<file path="src/rtl/axis_sample_source_if.sv">
// AXI4-Stream sample channel between the sample source and the filter chain.
interface axis_sample_source_if #(
  parameter int DATA_W = 32
) ();
  logic [DATA_W-1:0] tdata;
  logic              tvalid;
  logic              tlast;
  logic              tready;

  modport master (output tdata, output tvalid, output tlast, input tready);
  modport slave  (input tdata, input tvalid, input tlast, output tready);
endinterface

</file>
<file path="src/rtl/axis_sample_source.sv">
// Processor-side sample FIFO feeding an AXI4-Stream master with a bypassable
// output register, per-frame tlast marking and sticky overflow status.
module axis_sample_source #(
  parameter int DATA_W    = 32,
  parameter int DEPTH     = 16,
  parameter int FRAME_LEN = 256
) (
  input  logic                     aclk,
  input  logic                     aresetn,
  input  logic                     wr_en,
  input  logic [DATA_W-1:0]        wr_data,
  input  logic                     clr,
  output logic                     full,
  output logic                     empty,
  output logic [$clog2(DEPTH):0]   level,
  output logic                     overflow,
  axis_sample_source_if.master     m_axis_data
);

  localparam int FD = DEPTH - 1;
  localparam int PW = (FD > 1) ? $clog2(FD) : 1;
  localparam int CW = $clog2(DEPTH) + 1;
  localparam int FW = (FRAME_LEN > 1) ? $clog2(FRAME_LEN) : 1;

  logic [DATA_W-1:0] mem_q [FD];
  logic [PW-1:0]     rd_q, rd_d, wr_q, wr_d;
  logic [CW-1:0]     count_q, count_d, fifo_cnt;
  logic [FW-1:0]     frame_q, frame_d;
  logic [DATA_W-1:0] tdata_q, tdata_d;
  logic              tvalid_q, tvalid_d;
  logic              overflow_q, overflow_d;
  logic              hs, push_ok, load, fifo_we, tlast;

  function automatic logic [PW-1:0] ptr_inc(input logic [PW-1:0] p);
    return (p == PW'(FD - 1)) ? '0 : p + 1'b1;
  endfunction

  assign tlast = tvalid_q && (frame_q == FW'(FRAME_LEN - 1));

  always_comb begin
    hs       = tvalid_q && m_axis_data.tready;
    push_ok  = wr_en && (count_q != CW'(DEPTH));
    load     = !tvalid_q || hs;
    // count includes the output register, so the FIFO proper holds count - tvalid
    fifo_cnt = count_q - CW'(tvalid_q);

    rd_d       = rd_q;
    wr_d       = wr_q;
    tdata_d    = tdata_q;
    tvalid_d   = tvalid_q;
    frame_d    = frame_q;
    fifo_we    = 1'b0;
    count_d    = count_q + CW'(push_ok) - CW'(hs);
    overflow_d = overflow_q | (wr_en & ~push_ok);

    if (load) begin
      if (fifo_cnt != '0) begin
        tdata_d  = mem_q[rd_q];
        tvalid_d = 1'b1;
        rd_d     = ptr_inc(rd_q);
        fifo_we  = push_ok;
      end else if (push_ok) begin
        tdata_d  = wr_data;
        tvalid_d = 1'b1;
      end else begin
        tvalid_d = 1'b0;
      end
    end else begin
      fifo_we = push_ok;
    end

    if (fifo_we) wr_d = ptr_inc(wr_q);

    if (hs) frame_d = tlast ? '0 : frame_q + 1'b1;

    if (clr) begin
      rd_d       = '0;
      wr_d       = '0;
      tdata_d    = '0;
      tvalid_d   = 1'b0;
      frame_d    = '0;
      count_d    = '0;
      overflow_d = 1'b0;
      fifo_we    = 1'b0;
    end
  end

  always_ff @(posedge aclk or negedge aresetn) begin
    if (!aresetn) begin
      rd_q       <= '0;
      wr_q       <= '0;
      tdata_q    <= '0;
      tvalid_q   <= 1'b0;
      frame_q    <= '0;
      count_q    <= '0;
      overflow_q <= 1'b0;
    end else begin
      rd_q       <= rd_d;
      wr_q       <= wr_d;
      tdata_q    <= tdata_d;
      tvalid_q   <= tvalid_d;
      frame_q    <= frame_d;
      count_q    <= count_d;
      overflow_q <= overflow_d;
    end
  end

  always_ff @(posedge aclk) begin
    if (fifo_we) mem_q[wr_q] <= wr_data;
  end

  assign m_axis_data.tdata  = tdata_q;
  assign m_axis_data.tvalid = tvalid_q;
  assign m_axis_data.tlast  = tlast;
  assign full               = (count_q == CW'(DEPTH));
  assign empty              = (count_q == '0);
  assign level              = count_q;
  assign overflow           = overflow_q;

endmodule
</file>
<file path="src/flat_wrapper.sv">
// flat-port wrapper written by rule: the top's interface ports become plain ports
module axis_sample_source_flat 
#(
  parameter int DATA_W    = 32,
  parameter int DEPTH     = 16,
  parameter int FRAME_LEN = 256
)
  (aclk, aresetn, wr_en, wr_data, clr, full, empty, level, overflow, m_axis_data_tdata, m_axis_data_tvalid, m_axis_data_tlast, m_axis_data_tready);
  axis_sample_source_if #(.DATA_W(DATA_W)) m_axis_data_i ();
  input  logic aclk;
  input  logic aresetn;
  input  logic wr_en;
  input  logic [DATA_W-1:0] wr_data;
  input  logic clr;
  output logic full;
  output logic empty;
  output logic [$clog2(DEPTH):0] level;
  output logic overflow;
  output wire logic [$bits(m_axis_data_i.tdata)-1:0] m_axis_data_tdata;
  output wire logic [$bits(m_axis_data_i.tvalid)-1:0] m_axis_data_tvalid;
  output wire logic [$bits(m_axis_data_i.tlast)-1:0] m_axis_data_tlast;
  input wire logic [$bits(m_axis_data_i.tready)-1:0] m_axis_data_tready;
  assign m_axis_data_tdata = m_axis_data_i.tdata;
  assign m_axis_data_tvalid = m_axis_data_i.tvalid;
  assign m_axis_data_tlast = m_axis_data_i.tlast;
  assign m_axis_data_i.tready = m_axis_data_tready;
  axis_sample_source #(.DATA_W(DATA_W), .DEPTH(DEPTH), .FRAME_LEN(FRAME_LEN)) u_core (.aclk(aclk), .aresetn(aresetn), .wr_en(wr_en), .wr_data(wr_data), .clr(clr), .full(full), .empty(empty), .level(level), .overflow(overflow), .m_axis_data(m_axis_data_i));
endmodule
</file>
<file path="config.mk">
export PLATFORM = sky130hd
export DESIGN_NAME = axis_sample_source_flat
export DESIGN_NICKNAME = d
export VERILOG_FILES = /design/src/rtl/axis_sample_source_if.sv /design/src/rtl/axis_sample_source.sv /design/src/flat_wrapper.sv
export SDC_FILE = /design/constraint.sdc
export NUM_CORES = 1
export LEC_CHECK = 0
export ABC_AREA = 1
export ABC_CLOCK_PERIOD_IN_PS = 4700
export BUFFER_PORTS_ARGS = -buffer_cell sky130_fd_sc_hd__buf_2
export CORE_AREA = 2 2 218 220
export CTS_CLUSTER_SIZE = 16
export DETAILED_ROUTE_END_ITERATION = 16
export DIE_AREA = 0 0 220 222
export MAX_ROUTING_LAYER = met4
export PLACE_DENSITY = 0.66
export SYNTH_ARGS = -nofsm -noshare
export SYNTH_HDL_FRONTEND = slang
export SYNTH_SLANG_ARGS = --single-unit
export TNS_END_PERCENT = 1
</file>
<file path="constraint.sdc">
create_clock -name aclk -period 4.7 [get_ports aclk]
set_input_delay 0.235 -clock aclk [delete_from_list [all_inputs] [get_ports aclk]]
set_output_delay 0.235 -clock aclk [all_outputs]
set_load 0.01 [all_outputs]
</file>
# Word level (Yosys, flattened, before mapping)
# Memories as Yosys holds them, arrays and structs flattened.
# Index checks and enable logic that the tools add are counted.
[totals] wordCells=61 out_inout_bits=42 ff_bits=55 n_memories=1 ram_bits=480
[mem_list] name="u_core.mem_q" depth=15 width=32 read_ports=1 rd_clocked_by_memory_dff=0 wr=1 line="axis_sample_source.sv:25" text="logic [DATA_W-1:0] mem_q [FD];"
[op_classes] n_addsub=6 n_eq_ne=5 reduce_logical=14 n_mux=25 bitwise=3
[op_table] cell="32-bit two-way mux" count=4
[op_table] cell="4-bit two-way mux" count=7
[op_table] cell="8-bit two-way mux" count=3
[op_table] cell="1-bit two-way mux" count=10
[op_table] cell="5-bit by 1-bit subtractor with 5-bit output" count=2
[op_table] cell="4-bit by 1-bit adder with 4-bit output (second input constant)" count=2
[op_table] cell="8-bit by 1-bit adder with 8-bit output (second input constant)" count=1
[op_table] cell="4-bit equality test (second input constant)" count=2
[op_table] cell="8-bit equality test (second input constant)" count=1
[op_table] cell="2-bit nonzero test" count=4
[op_table] cell="5-bit by 1-bit adder with 5-bit output" count=1
[op_table] cell="5-bit equality test (second input constant)" count=1
[op_table] cell="5-bit logical NOT" count=1
[op_table] cell="5-bit two-way mux" count=1
[op_table] cell="5-bit inequality test (second input constant)" count=1
[op_table] cell="5-bit nonzero test" count=1
[op_table] cell="2-bit AND reduction" count=2
[op_table] cell="1-bit logical AND" count=3
[op_table] cell="3-bit nonzero test" count=1
[op_table] cell="1-bit bitwise AND" count=1
[op_table] cell="1-bit logical NOT" count=1
[op_table] cell="1-bit logical OR" count=1
[op_table] cell="1-bit inverter" count=1
[op_table] cell="1-bit OR" count=1

# Longest topological paths before layout
[logic_depth] depth_word=7 mapped_depth=14

# Worst setup path after synthesis
# No wires, ideal clock.
[synth_path] kind="flip-flop to flip-flop" startpoint="register u_core.count_q[2] (netlist: u_core.level[2])" endpoint="memory u_core.mem_q[7][0] (enable)" setup_time_ns=0.461 slack_ns=0.673 arrival_ns=3.566 n_path_buf=0 required_ns=4.239 synth_period_minus_slack_ns=4.027 path_stages_with_launch=10 path_cell_list="dfrtp_1 -> inv_1 -> ha_1 -> nand2_1 -> nand2_1 -> nand2_1 -> nand2_2 -> nand3_1 -> nand3_2 -> nor3_1"
[synth_between] elab_chain_cells=7 elab_cells_between_ends=9
[synth_rtl] element="start: declaration" line="axis_sample_source.sv:27" text="logic [CW-1:0] count_q, count_d, fifo_cnt;"
[synth_rtl] element="start signal: assignment" line="axis_sample_source.sv:103" text="count_q <= count_d;"
[synth_rtl] element="5-bit by 1-bit subtractor with 5-bit output / 5-bit inequality test (equally long branches)" line="axis_sample_source.sv:45, axis_sample_source.sv:42"
[synth_rtl] element="5-bit nonzero test / 1-bit logical AND (equally long branches)" line="axis_sample_source.sv:57, axis_sample_source.sv:42"
[synth_rtl] element="1-bit two-way mux" line="axis_sample_source.sv:57" text="if (fifo_cnt != '0) begin"
[synth_rtl] element="1-bit two-way mux *" line="axis_sample_source.sv:56" text="if (load) begin"
[synth_rtl] element="1-bit two-way mux *" line="axis_sample_source.sv:76" text="if (clr) begin"
[synth_rtl] element="1-bit two-way mux *" line="axis_sample_source.sv:109" text="if (fifo_we) mem_q[wr_q] <= wr_data;"
[synth_rtl] element="1-bit two-way mux (not written as such) *" line="axis_sample_source.sv:109"
[synth_rtl] element="end: declaration" line="axis_sample_source.sv:25"
# Every way passes the cells marked *; elsewhere a longest branch is shown, timed or not.

# Worst setup path in the final report
[layout_path] startpoint="register u_core.count_q[2] (netlist: u_core.level[2])" endpoint="memory u_core.mem_q[3][25] (enable)"
# The elaborated chain is that of the path after synthesis.

==> out/qor.yml <==
hold_violations: 0
initial_core_util: 0.497
synth_top_area_frac: 0.626
worst_pin_slew_ns: 1.13
ys_warn_count: 0
clk_path_buf_depth: 3
cts.clk_slew.worst_paths_ns: 0.06
p_leak_nw: 10.8
grt-ovfl-total: 0
slew_headroom: 0.245
synth_seq_cells: 535
syn_area_um2: 23000
fin_ws_ns: 1.30
min_to: "u_core.mem_q[9][8]"
finalWirelength_um: 58400
cts_tree: "yes"
end_kind: "flip-flop"
firstDrtPassIters: 5
rows: 79
whs_ns: 0.0299
wl_per_cell_um: 20.0
ant_nets: 0
dpl_cell_area_um2: 24000
ys_seq_area_frac: 0.686
gp_congestion: 0.864
worstHoldStart: "wr_data[8]"
die_x_um: 220
antenna_found_initial: 1
grt_start_max_net_pins: 108
start_kind: "flip-flop"
nets: 2316
drive_gt1_frac: 0.0980
min_period_ns: 3.40
cts_resized: 0
route.met2.wl_um: 28300
netlist.top_cell.by_area: "edfxtp_1"
cap_violations: 0
drc: 0
cts_setup_buffers: 0
route.met3.wl_um: 4420
drt-vias-per-instance: 5.48
die_h_um: 222
grt_pass1_vias: 15506
setup_viol: 0
ioPinCount: 79
cts.sinks: 535
post-route-period-util: 0.724
grt_pass1_wl_um: 89500
regArea_um2: 15800
hold_depth: 1
netlist_instances: 2212
core_region_area_um2: 46300
synthToLayoutAreaGrowth_pct: 12.6
r2r_end: "u_core.mem_q[3][25]"
hold_buffers: 7
synth_cell_types: 29
wl_met1_um: 24300
port_buffers: 78
path_max_fanout: 20
multiInputGateArea_um2: 6140
timing.rr.start: "u_core.level[2]"
clkLatencyLatePin_ns: 0.60
power_mw: 14.2
dieArea_um2: 48800
async_flop_share: 0.103
vdd_drop_max_v: 0.000347
slew_viol_final: 0
highest_layer: "met4"
nFillCells: 3939
cts_max_level: 2
synth.most_common_cell: "nand2_1"
status: "finished clean"
route.vias.total: 15975
utilization: 0.560
synth.avg_cell_area_um2: 10.4
r2r_slack_ns: 1.30
reg2regPathDepth: 12
rsz0062_at_grt: "no"
numCtsBuffers: 54
skew_ns: 0.0200
synth_area_leaders: "edfxtp_1, nand2_1, nand3_1, dfrtp_1, inv_1"
setup_tns_ns: 0
synth_edf_count: 480
drt_iter0_markers: 1575
synth_ff_type: "edfxtp_1"
postLayoutCellArea_um2: 25900
max_freq_ghz: 0.294
arrival_ns: 3.66
yosys-top-cells-count: "nand2_1, edfxtp_1, nand3_1, inv_1, buf_2"
hpwl_um: 31800
cts_root_buffer: "clkbuf_16"
path_class: "reg -> reg"
dpl.cell_count: 2809
hp-class: "in -> reg"
place_ws_ns: 1.33
fin_cells: 2915
required_ns: 4.96
grtUsageTotal: 0.249
synth_fp_nets: 2263
powerDensity_nw_per_um2: 546
==> per-layer routing <==
layer  global-route usage  up-vias
li1                     -     7507
met1                0.323     7738
met2                0.401      627
met3               0.0421      103
met4               0.0779        0
met5                    -        -
==> flip-flops by register name, indices dropped and copies added (netlist names) <==
signal	count
u_core.m_axis_data.tvalid	1
u_core.frame_q	8
u_core.rd_q	4
u_core.overflow	1
u_core.mem_q	480
u_core.level	5
u_core.wr_q	4
u_core.m_axis_data.tdata	32
==> worst max-delay path, stage by stage (launching register included) <==
cell	delay, ns
dfrtp_1	0.42
inv_1	0.20
ha_1	0.21
nand2_1	0.07
nand2_1	0.07
nand2_1	0.05
nand2_1	0.10
nor2_4	0.04
nand3_1	0.12
nand3_2	0.54
buf_4	0.42
nor2_4	0.39
buf_4	0.42
==> cells in the final DEF, fill, tap and decap left out, drive strengths merged <==
master and n:
nand2 874, edfxtp 480, nand3 370, inv 161
buf 113, a21oi 73, clkbuf 68, dfrtp 55
nor2 37, clkinv 15, ha 13, o21ai 12
bufinv 10, dlygate4sd3 7, nand4 3, xor2 3
xnor2 3, clkinvlp 3, diode 1, nor4 1
nand3b 1, nor3 1, o21bai 1, a31oi 1
o22ai 1, fa 1
==> area by class of cell <==
class,instances,share of cell area
Inverter,159,0.0234
Timing Repair Buffer,120,0.0289
Antenna cell,1,0.0000966
Multi-Input combinational cell,1395,0.237
Clock buffer,68,0.0558
Sequential cell,535,0.610
Clock inverter,30,0.0159
Tap cell,607,0.0293
==> how the worst max path moves through the flow <==
stage               startpoint  slack [ns]  depth (start not counted)             endpoint
6_report       u_core.level[2]        1.30                         12  u_core.mem_q[3][25]
5_1_grt        u_core.level[2]        1.10                         12  u_core.mem_q[3][25]
4_1_cts        u_core.level[2]        1.33                         12  u_core.mem_q[3][28]
3_5_place_dp   u_core.level[2]        1.33                         12   u_core.mem_q[3][8]
3_3_place_gp   u_core.level[2]        1.40                         12   u_core.mem_q[3][8]
2_1_floorplan  u_core.level[2]        0.67                          9   u_core.mem_q[7][0]
==> cells by family after synthesis <==
group / synth area share
XOR/XNOR: 0.00228
flip-flops: 0.686
AO/OA/AOI/OAI: 0.0194
AND/OR/NAND/NOR: 0.232
adder cells (fa/ha/maj): 0.00794
buffers and inverters: 0.0520
==> power by group <==
group          internal (mW)  leakage [nW]  switching, mW
Sequential              5.43          5.04          0.219
Combinational           1.13          4.87           2.87
Clock                   2.72         0.903           1.79
No activity file was read; power rests on OpenSTA's default activity.
